[config.mk]
export PLATFORM = sky130hd
export DESIGN_NAME = sound_cmd_tx
export DESIGN_NICKNAME = d
export VERILOG_FILES = /design/src/rtl/sound_cmd_tx.sv
export SDC_FILE = /design/constraint.sdc
export NUM_CORES = 1
export LEC_CHECK = 0
export BUFFER_PORTS_ARGS = -buffer_cell sky130_fd_sc_hd__clkbuf_2
export CAP_MARGIN = 20
export CORE_ASPECT_RATIO = 1.2
export CORE_MARGIN = 4
export CORE_UTILIZATION = 59
export DETAILED_ROUTE_END_ITERATION = 6
export PLACE_DENSITY = 0.78
export SYNTH_ARGS = -nofsm -noshare
export SYNTH_HDL_FRONTEND = slang
export SYNTH_SLANG_ARGS = --single-unit
[constraint.sdc]
create_clock -name AXSCL -period 2.4 [get_ports AXSCL]
set_input_delay 0.36 -clock AXSCL [delete_from_list [all_inputs] [get_ports AXSCL]]
set_output_delay 0.36 -clock AXSCL [all_outputs]
set_load 0.005 [all_outputs]
[src/rtl/sound_cmd_tx.sv]
// Sound-board command transmitter: FIFO of sound numbers replayed as paced SNDNO/SNDWR strobes,
// plus the periodic SNDT IRQ tick. Define SNDCMD_OVFCNT_EN to enable the dropped-write counter.
module sound_cmd_tx #(
  parameter int DEPTH_LOG2 = 3,
  parameter int STB_CYCLES = 4,
  parameter int GAP_CYCLES = 32,
  parameter int TICK_DIV   = 1000
) (
  input  logic                  AXSCL,
  input  logic                  RESET_N,
  input  logic                  CMDWR,
  input  logic [7:0]            CMDDT,
  output logic                  CMDFULL,
  output logic [DEPTH_LOG2:0]   CMDCNT,
  output logic [7:0]            OVFCNT,
  input  logic                  TICKEN,
  output logic [7:0]            SNDNO,
  output logic                  SNDWR,
  output logic                  SNDT
);
  localparam int DEPTH   = 1 << DEPTH_LOG2;
  localparam int TMR_MAX = (GAP_CYCLES > STB_CYCLES) ? GAP_CYCLES : STB_CYCLES;
  localparam int CW      = $clog2(TMR_MAX + 1);
  localparam int TW      = $clog2(TICK_DIV);
  localparam logic [DEPTH_LOG2:0] FULL_CNT  = {1'b1, {DEPTH_LOG2{1'b0}}};
  localparam logic [CW-1:0]       STB_LD    = CW'(STB_CYCLES - 1);
  localparam logic [CW-1:0]       GAP_LD    = CW'(GAP_CYCLES - 1);
  localparam logic [TW-1:0]       TICK_LAST = TW'(TICK_DIV - 1);

  typedef enum logic [1:0] {IDLE, SETUP, STRB, GAP} state_t;

  logic [7:0]            mem [DEPTH];
  logic [DEPTH_LOG2-1:0] wr_ptr, rd_ptr;
  logic [DEPTH_LOG2:0]   cnt_nxt;
  logic                  push, pop;
  state_t                state, state_nxt;
  logic [CW-1:0]         tmr, tmr_nxt;
  logic [7:0]            sndno_nxt;
  logic                  sndwr_nxt;
  logic [TW-1:0]         tick_cnt;

  // Full is judged on registered occupancy only, so a same-cycle pop never rescues a write.
  assign push = CMDWR && !CMDFULL;

  always_ff @(posedge AXSCL) begin
    if (push) mem[wr_ptr] <= CMDDT;
  end

  always_comb begin
    cnt_nxt = CMDCNT;
    if (push && !pop)      cnt_nxt = CMDCNT + 1'b1;
    else if (!push && pop) cnt_nxt = CMDCNT - 1'b1;
  end

  always_ff @(posedge AXSCL or negedge RESET_N) begin
    if (!RESET_N) begin
      wr_ptr  <= '0;
      rd_ptr  <= '0;
      CMDCNT  <= '0;
      CMDFULL <= 1'b0;
    end else begin
      if (push) wr_ptr <= wr_ptr + 1'b1;
      if (pop)  rd_ptr <= rd_ptr + 1'b1;
      CMDCNT  <= cnt_nxt;
      CMDFULL <= (cnt_nxt == FULL_CNT);
    end
  end

  always_comb begin
    state_nxt = state;
    tmr_nxt   = tmr;
    sndno_nxt = SNDNO;
    sndwr_nxt = SNDWR;
    pop       = 1'b0;
    case (state)
      IDLE: begin
        if (CMDCNT != '0) begin
          pop       = 1'b1;
          sndno_nxt = mem[rd_ptr];
          state_nxt = SETUP;
        end
      end
      SETUP: begin
        sndwr_nxt = 1'b1;
        tmr_nxt   = STB_LD;
        state_nxt = STRB;
      end
      STRB: begin
        if (tmr == '0) begin
          sndwr_nxt = 1'b0;
          tmr_nxt   = GAP_LD;
          state_nxt = GAP;
        end else begin
          tmr_nxt = tmr - 1'b1;
        end
      end
      GAP: begin
        if (tmr == '0) state_nxt = IDLE;
        else           tmr_nxt   = tmr - 1'b1;
      end
      default: state_nxt = IDLE;
    endcase
  end

  always_ff @(posedge AXSCL or negedge RESET_N) begin
    if (!RESET_N) begin
      state <= IDLE;
      tmr   <= '0;
      SNDNO <= 8'h00;
      SNDWR <= 1'b0;
    end else begin
      state <= state_nxt;
      tmr   <= tmr_nxt;
      SNDNO <= sndno_nxt;
      SNDWR <= sndwr_nxt;
    end
  end

  // Tick runs free of the TX path; disabling it restarts the full period.
  always_ff @(posedge AXSCL or negedge RESET_N) begin
    if (!RESET_N) begin
      tick_cnt <= '0;
      SNDT     <= 1'b0;
    end else if (!TICKEN) begin
      tick_cnt <= '0;
      SNDT     <= 1'b0;
    end else if (tick_cnt == TICK_LAST) begin
      tick_cnt <= '0;
      SNDT     <= 1'b1;
    end else begin
      tick_cnt <= tick_cnt + 1'b1;
      SNDT     <= 1'b0;
    end
  end

`ifdef SNDCMD_OVFCNT_EN
  logic [7:0] ovf_q;
  always_ff @(posedge AXSCL or negedge RESET_N) begin
    if (!RESET_N)                          ovf_q <= 8'h00;
    else if (CMDWR && CMDFULL && ovf_q != 8'hFF) ovf_q <= ovf_q + 1'b1;
  end
  assign OVFCNT = ovf_q;
`else
  assign OVFCNT = 8'h00;
`endif

endmodule
* Yosys cells after proc, flatten, opt, wreduce, memory -nomap -nowiden
Memories as Yosys holds them, arrays and structs flattened. A register that Yosys moved wholly into a read port is not among the register bits. Index checks and enable logic that the tools add are counted.
Operators by class: mux-type cells 19, reductions and logical operators 16, $add $sub $neg 6, equal/unequal tests 9
Operators by type and width (number):
- $mux W10 | 2
- $pmux W6 S3 | 1
- $mux W6 | 2
- $add A10 B1 Y10 const B | 1
- $eq A10 B10 Y1 const B | 1
- $mux W4 | 2
- $ne A2 B2 Y1 const B | 4
- $pmux W2 S4 | 1
- $mux W1 | 7
- $add A3 B1 Y3 const B | 2
- $logic_not A6 Y1 | 1
- $mux W2 | 3
- $reduce_and A2 Y1 | 3
- $sub A6 B1 Y6 const B | 1
- $add A4 B1 Y4 const B | 1
- $eq A2 B2 Y1 const B | 2
- $eq A4 B4 Y1 const B | 1
- $logic_not A1 Y1 | 4
- $reduce_bool A4 Y1 | 1
- $sub A4 B1 Y4 const B | 1
- $logic_and A1 B1 Y1 | 3
- $reduce_and A3 Y1 | 1
- $reduce_bool A3 Y1 | 1
- $eq A2 B1 Y1 const B | 1
- 3 further kinds | 3
Storage, ports and cells: memories kept 1, output and inout bits 23, logic and storage cells 60, memory bits (writable) 64, flip-flop bits (word level) 31, input port bits 12
Memories:
- mem | depth 8, bits a word 8, rd ports 1, clocked after memory_dff 1, wr ports 1, line 32 | logic [7:0] mem [DEPTH];

* Longest topological paths before layout
Gate-level depths: netlist (run 1).
depth in word-level cells 7, depth in mapped cells 8, mapped depth without buffers 7

* Least setup slack after synthesis (run 1)
OpenSTA, ideal clock, no wires.
path type register to register, start register CMDFULL, end memory mem[0][0], enable pin, setup time 0.395 ns, path slack 0.479 ns, buffers on the path 1, arrival time 1.526 ns, clock period less this slack 1.921 ns, stages on the path, launching flop included 4, path through dfrtp_1 nand2b_1 clkbuf_1 nor4_1
Between the ends: word-level cells in the longest chain between the ends 4
Ends and longest elaborated chain:
- start: declaration | line 13 | output logic CMDFULL,
- start signal: assignment | line 65 | CMDFULL <= (cnt_nxt == FULL_CNT);
- $logic_not A1 Y1 | line 43 | assign push = CMDWR && !CMDFULL;
- $logic_and A1 B1 Y1 | line 43
- $mux W1 | line 46 | if (push) mem[wr_ptr] <= CMDDT;
- $mux W1 (not written as such) | line 46
- end: declaration | line 32
No other way between the ends.

* Worst setup path after layout (run 1)
start register CMDCNT[0], end register CMDFULL
Between the ends: word-level cells in the longest chain between the ends 7
Ends and longest elaborated chain:
- start: declaration | line 14 | output logic [DEPTH_LOG2:0] CMDCNT,
- start signal: assignment | line 64 | CMDCNT <= cnt_nxt;
- $reduce_bool A4 Y1 | line 77 | if (CMDCNT != '0) begin
- $mux W1 | line 77
- $mux W1 | line 75 | case (state)
- $logic_and A1 B1 Y1 or $logic_not A1 Y1 (tied branches) | line 52, 51
- $mux W4 or $logic_and A1 B1 Y1 (tied branches) | line 52, 51
- $mux W4 * | line 51 | if (push && !pop) cnt_nxt = CMDCNT + 1'b1;
- via cnt_nxt[2] | line 34 | logic [DEPTH_LOG2:0] cnt_nxt;
- $eq A4 B4 Y1 * | line 65
Mark *: on every way through the listed nets, which the timed path passes. The rest lies on a longest branch. A chain may end at the register's enable or synchronous reset.

==> metrics.yaml, run 1 <==
run_status:
  run_status: "completed"
synth:
  netlist_instances: 312
  synth_common_cells: "edfxtp_1, dfrtp_1, nand2_1, nor2_1, o21ai_0"
  ys_seq_area_share_pct: 64.37
  syn_area_mm2: 0.004502
  yosysWarnings: 0
  synth.area.top_cells: "edfxtp_1, dfrtp_1, mux4_2, ha_1, mux2i_1"
  synthFlopType: "edfxtp_1"
  ys_ff_latch: 103
  synth_most_common_cell: "edfxtp_1"
  synth.distinct_cells: 50
  syn_area_per_cell_um2: 14.43
  yosysTopAreaCellShare_pct: 42.69
  synth_top_cell_by_area: "edfxtp_1"
  async_flop_share_pct: 37.86
  synth_edf_count: 64
detailed_routing:
  met3_wirelength_um: 223
  top_layer: "met4"
  first_pass_iters: 4
  wl_met2_um: 4027
  routed-via-count: 2493
  drt_iter0_drc: 123
  vias_per_cell: 5.640
  wl_per_cell_um: 17.31
  ant_nets: 0
  m1WireLength_um: 3260
  wl_um: 7649
  drc: 0
placed_design:
  dpl_cell_area_mm2: 0.004722
  gp_congestion: 0.7892
  dp_hpwl_um: 5082
  pre_cts_slack_ns: 0.2885
  port-buffer-count: 26
clock_network:
  cts_sinks: 103
  postCtsSetupRepairBufs: 0
  cts_root_buffer: "clkbuf_8"
  cts_tree: "yes"
  clk_path_buf_depth: 2
  cts_max_level: 3
  ctsHoldBuffers: 0
  numCtsBuffers: 9
  clkTransAtPathRegs_ns: 0.11
  clk-insertion-delay-late_ns: 0.36
  cts_resized: 0
power:
  power.total_w: 0.005502
  comb_power_share_pct: 33.6
  p_leak_nw: 1.919
  p_clk_share_pct: 19.3
  intPower_w: 0.003572
  swShare_pct: 35.09
  seqPwrFrac_pct: 47.1
  power_density_mw_per_mm2: 1117
  ir_drop_v: 0.0007470
  power.switching_w: 0.001930
worst_setup_path:
  worst-path-stages: 7
  cp_top_family: "simple AND/OR/NAND/NOR gates"
  reg2reg_slack_ns: 0.26
  cp_num_buf_inv: 1
  reg2reg_depth: 7
  cp_max_fo: 23
  crit_arrival_ns: 2.42
  critical_path_required_ns: 2.68
  cpPeakStageDelay_ns: 0.44
  crit_chain: "inv_1, ha_1, or3b_4, nand2_4, mux2i_1, xor2_1, nor4b_2"
  r2r-start: "CMDCNT[0]"
  critPathSlowestCell: "dfrtp_1"
  worstSetupPathType: "flop to flop"
  setup.worst_path.start_class: "flop"
  endpoint_kind: "flop"
  r2r-end: "CMDFULL"
timing:
  worst_pin_slew_ns: 0.7805
  timing.final.crit_share_pct: 89.25
  final-hold-violation-count: 0
  setup_tns_ns: 0
  finalCriticalPeriod_ns: 2.142
  slew_violations: 0
  max-slew-margin-rel_pct: 47.97
  finalSetupViolCount: 0
  setup_ws_ns: 0.2581
  rsz0062_at_grt: "no"
  fmax_ghz: 0.4669
  fin_skew_ns: 0.01740
floorplan:
  dieArea_mm2: 0.009098
  fp.dieW_um: 87.74
  boundaryPins: 35
  fp-row-count: 34
  fp.dieH_um: 103.7
  core_area_mm2: 0.007360
  start_util_pct: 61.17
final_layout:
  fin_nets: 369
  nFillCells: 537
  areaGrowthSynthToFinish_pct: 9.450
  drive_gt1_share_pct: 22.16
  antenna_cells: 0
  final_area_mm2: 0.004927
flow_run:
  drv_cap: 0
global_routing:
  grt_use_total_pct: 18.46
  grt_pass1_wl_um: 12670
  grt_start_max_net_pins: 40
  grt_overflow: 0
  antenna_found_initial: 0
  first_global_vias: 2458
hold_path:
  hold_class: "input pin to async pin"
-- cells in the final DEF, fill, tap and decap left out, types with 10 or more instances in the layout --
| master | instances |
|---|---|
| buf_4 | 11 |
| clkbuf_2 | 26 |
| dfrtp_1 | 39 |
| edfxtp_1 | 64 |
| ha_1 | 10 |
| mux2i_1 | 10 |
| mux4_2 | 16 |
| nand2_1 | 24 |
| nor2_1 | 22 |
| o21ai_0 | 19 |
-- sequential cells by signal (all words and copies together) (netlist names) --
signal	count
mem	64
tick_cnt	10
SNDNO	8
tmr	6
CMDCNT	4
rd_ptr	3
wr_ptr	3
state	2
CMDFULL	1
SNDT	1
SNDWR	1
-- how the worst max path moves through the flow --
stage | startpoint | endpoint | slack [ns]
after floorplan | CMDFULL | mem[0][0] | 0.48
after global placement | CMDCNT[1] | CMDFULL | 0.41
after detailed placement | CMDCNT[1] | CMDFULL | 0.29
after CTS | CMDCNT[0] | CMDFULL | 0.26
after global routing | CMDCNT[0] | CMDFULL | 0.03
final | CMDCNT[0] | CMDFULL | 0.26
-- worst reg2reg max path: stages (launching register included) --
cell     delay (ns)
dfrtp_1        0.44
inv_1          0.12
ha_1           0.22
or3b_4         0.42
nand2_4        0.22
mux2i_1        0.26
xor2_1         0.12
nor4b_2        0.27
-- routing by layer --
layer	vias up	track usage [%]
met5	-	0
met4	0	6.908
met3	11	3.257
met2	40	30.23
met1	1226	24.48
li1	1216	-
-- cell type report --
type                    count  area, µm²  area share [%]
clock buffers               9      123.9           2.514
multi-input cells         187       1465           29.74
flip-flops and latches    103       2898           58.81
well taps                  90      112.6           2.285
inverters                   9      33.78          0.6856
repair buffers             37      212.7           4.317
clock inverters             7      81.33           1.651
-- cell families (layout without fill, tap and decap cells) --
| kind of cell | after synthesis | after routing | share of synthesized area [%] |
|---|---|---|---|
| buffers and inverters | 29 | 62 | 3.669 |
| multiplexers | 28 | 28 | 10.73 |
| AND/OR/NAND/NOR | 89 | 89 | 10.70 |
| AO/OA/AOI/OAI | 38 | 38 | 4.920 |
| XOR/XNOR | 13 | 13 | 2.529 |
| other | 1 | 8 | 0.08330 |
| flip-flops | 103 | 103 | 64.37 |
| adder cells (fa/ha/maj) | 11 | 11 | 3.002 |
-- stage by stage --
stage	util (%)	instances	hold WS, ns
finish	66.95	442	0.02746
global route	66.95	442	0.04669
CTS	66.95	442	0.04123
detailed placement	64.16	426	0.4408
global placement	64.16	426	0.4378
floorplan	-	319	0.06441
-- power by group through the flow --
stage / sequential, W / clock [W] / combinational [W]
after floorplan: 0.00250 / 0 / 0.00151
after global placement: 0.00261 / 0 / 0.00181
after detailed placement: 0.00263 / 0 / 0.00187
after CTS: 0.00259 / 0.00109 / 0.00188
after global routing: 0.00264 / 0.00118 / 0.00207
final: 0.00259 / 0.00106 / 0.00185
Power figures use the tool's default switching activity.
==> run 2: changes to the inputs <==
--- a/config.mk
+++ b/config.mk
@@ -10,8 +10,10 @@
 export CORE_ASPECT_RATIO = 1.2
 export CORE_MARGIN = 4
 export CORE_UTILIZATION = 59
+export CTS_BUF_LIST = sky130_fd_sc_hd__clkbuf_4 sky130_fd_sc_hd__clkbuf_8 sky130_fd_sc_hd__clkbuf_16
 export DETAILED_ROUTE_END_ITERATION = 6
-export PLACE_DENSITY = 0.78
+export HOLD_SLACK_MARGIN = 0.1
+export PLACE_DENSITY = 0.79
 export SYNTH_ARGS = -nofsm -noshare
 export SYNTH_HDL_FRONTEND = slang
 export SYNTH_SLANG_ARGS = --single-unit
==> metrics.yaml, run 2 (same netlist as run 1, synthesis figures left out) <==
run_status:
  run_status: "completed"
worst_setup_path:
  setup.worst_path.start_class: "flop"
  worstSetupPathType: "flop to flop"
  cp_max_fo: 23  # unchanged
  critical_path_required_ns: 2.68  # about the same
  endpoint_kind: "flop"
  crit_arrival_ns: 2.37  # -0.05 ns
global_routing:
  grt_overflow: 0  # unchanged
  antenna_found_initial: 0  # unchanged
  first_global_vias: 2611  # +6.2%
  grt_pass1_wl_um: 13130  # +3.6%
  grt_start_max_net_pins: 40  # unchanged
  grt_use_total_pct: 18.86  # +0.40 points
clock_network:
  cts_sinks: 103  # unchanged
  numCtsBuffers: 9  # unchanged
  clk_path_buf_depth: 2  # unchanged
  cts_root_buffer: "clkbuf_8"
  postCtsSetupRepairBufs: 0  # unchanged
  clk-insertion-delay-late_ns: 0.36  # about the same
  cts_max_level: 3  # unchanged
  cts_tree: "yes"
  clkTransAtPathRegs_ns: 0.11  # about the same
placed_design:
  pre_cts_slack_ns: 0.3124  # +0.02392 ns
  dp_hpwl_um: 5278  # +3.9%
  dpl_cell_area_mm2: 0.004722  # unchanged
  port-buffer-count: 26  # unchanged
  gp_congestion: 0.8047  # +2.0%
final_layout:
  layout_commonest_cell: "edfxtp_1"
  final_area_mm2: 0.004930  # about the same
  areaGrowthSynthToFinish_pct: 9.505  # about the same
  nFillCells: 528  # -1.7%
  drive_gt1_share_pct: 22.10  # -0.063 points
  largest_reg_flops: 64  # unchanged
  top_regs: "mem (64), tick_cnt (10), SNDNO (8)"
  antenna_cells: 0  # unchanged
  multi_input_area_mm2: 0.001465  # unchanged
  top_register: "mem"
  fin_nets: 370  # +0.27%
  mostFrequentLayoutCells: "edfxtp_1, dfrtp_1, clkbuf_2, nand2_1, nor2_1"
  regArea_mm2: 0.002898  # unchanged
detailed_routing:
  routed-via-count: 2568  # +3.0%
  met3_wirelength_um: 285  # +28%
  ant_nets: 0  # unchanged
  first_pass_iters: 5  # +1
  drt_iter0_drc: 153  # +24%
  wl_per_cell_um: 17.78  # +2.8%
  wl_um: 7878  # +3.0%
  vias_per_cell: 5.797  # +2.8%
  m1WireLength_um: 3359  # +3.0%
  top_layer: "met4"
  drc: 0  # unchanged
  wl_met2_um: 4052  # +0.62%
timing:
  worst_pin_slew_ns: 0.8041  # +0.02356 ns
  setup_ws_ns: 0.3089  # +0.05081 ns
  rsz0062_at_grt: "no"
  slew_violations: 0  # unchanged
  max-slew-margin-rel_pct: 46.40  # -1.6 points
  finalCriticalPeriod_ns: 2.091  # -0.05081 ns
  finalSetupViolCount: 0  # unchanged
  final-hold-violation-count: 0  # unchanged
  fmax_ghz: 0.4782  # +2.4%
  setup_tns_ns: 0  # unchanged
  timing.final.crit_share_pct: 87.13  # -2.1 points
  fin_skew_ns: 0.01331  # -0.004090 ns
power:
  p_leak_nw: 1.921  # +0.12%
  power_density_mw_per_mm2: 1121  # +0.41%
  ir_drop_v: 0.0005961  # -20%
floorplan:
  fp.dieW_um: 87.74  # unchanged
  fp-row-count: 34  # unchanged
  boundaryPins: 35  # unchanged
  start_util_pct: 61.17  # unchanged
  dieArea_mm2: 0.009098  # unchanged
  core_area_mm2: 0.007360  # unchanged
  fp.dieH_um: 103.7  # unchanged
flow_run:
  drv_cap: 0  # unchanged
hold_path:
  hold_class: "input pin to flop"
## run 2: final timing paths
check	startpoint	endpoint	slack, ns	cells past startpoint
hold / removal	TICKEN	tick_cnt[2]	0.24	3
max in group asynchronous	RESET_N	tmr[0]	1.48	3
min in group asynchronous	RESET_N	wr_ptr[0]	0.57	3
hold reg to reg	tick_cnt[0]	tick_cnt[0]	0.47	1
setup / recovery	CMDCNT[1]	CMDFULL	0.31	7
setup reg to reg	CMDCNT[1]	CMDFULL	0.31	7
## run 2: worst max-delay path: stages, from the launching register on
cell and delay (ns):
dfrtp_1 0.44, inv_1 0.12, ha_1 0.20, or3b_4 0.41, nand2_4 0.22, mux2i_1 0.24, xor2_1 0.11, nor4b_2 0.26
## run 2: report_power, final
part | switching, W | internal, W | leakage [nW]
registers | 0.000334 | 0.00226 | 1.07
clock network | 0.000651 | 0.000414 | 0.101
logic | 0.000972 | 0.000894 | 0.752
total | 0.00196 | 0.00357 | 1.92
## run 2: repair_timing
item                                   4_1_cts  5_1_grt
hold buffers                                 1        0
resized for setup                            0        0
endpoints found under the hold margin       39        0
## run 2: area by class of cell
class | count | share of cell area, %
sequential | 103 | 58.78
tap | 90 | 2.284
timing repair buffer | 38 | 4.518
inverter | 9 | 0.6853
clock inverter | 7 | 1.497
clock buffer | 9 | 2.513
multi-input combinational | 187 | 29.72
## run 2: metrics by stage
| stage | hold slack [ns] | util (%) | std cells | power [W] |
|---|---|---|---|---|
| final | 0.2399 | 66.98 | 443 | 0.005527 |
| after global routing | 0.2652 | 66.98 | 443 | 0.005896 |
| after CTS | 0.2330 | 66.98 | 443 | 0.005582 |
| after detailed placement | 0.4465 | 64.16 | 426 | 0.004520 |
| after global placement | 0.4370 | 64.16 | 426 | 0.004401 |
| after floorplan | 0.06441 | - | 319 | 0.004013 |
## run 2: layer usage
metal  vias up  GRT usage (%)
li1       1217              -
met1      1282          25.01
met2        53          30.66
met3        16          3.495
met4         0          7.237
met5         -              0
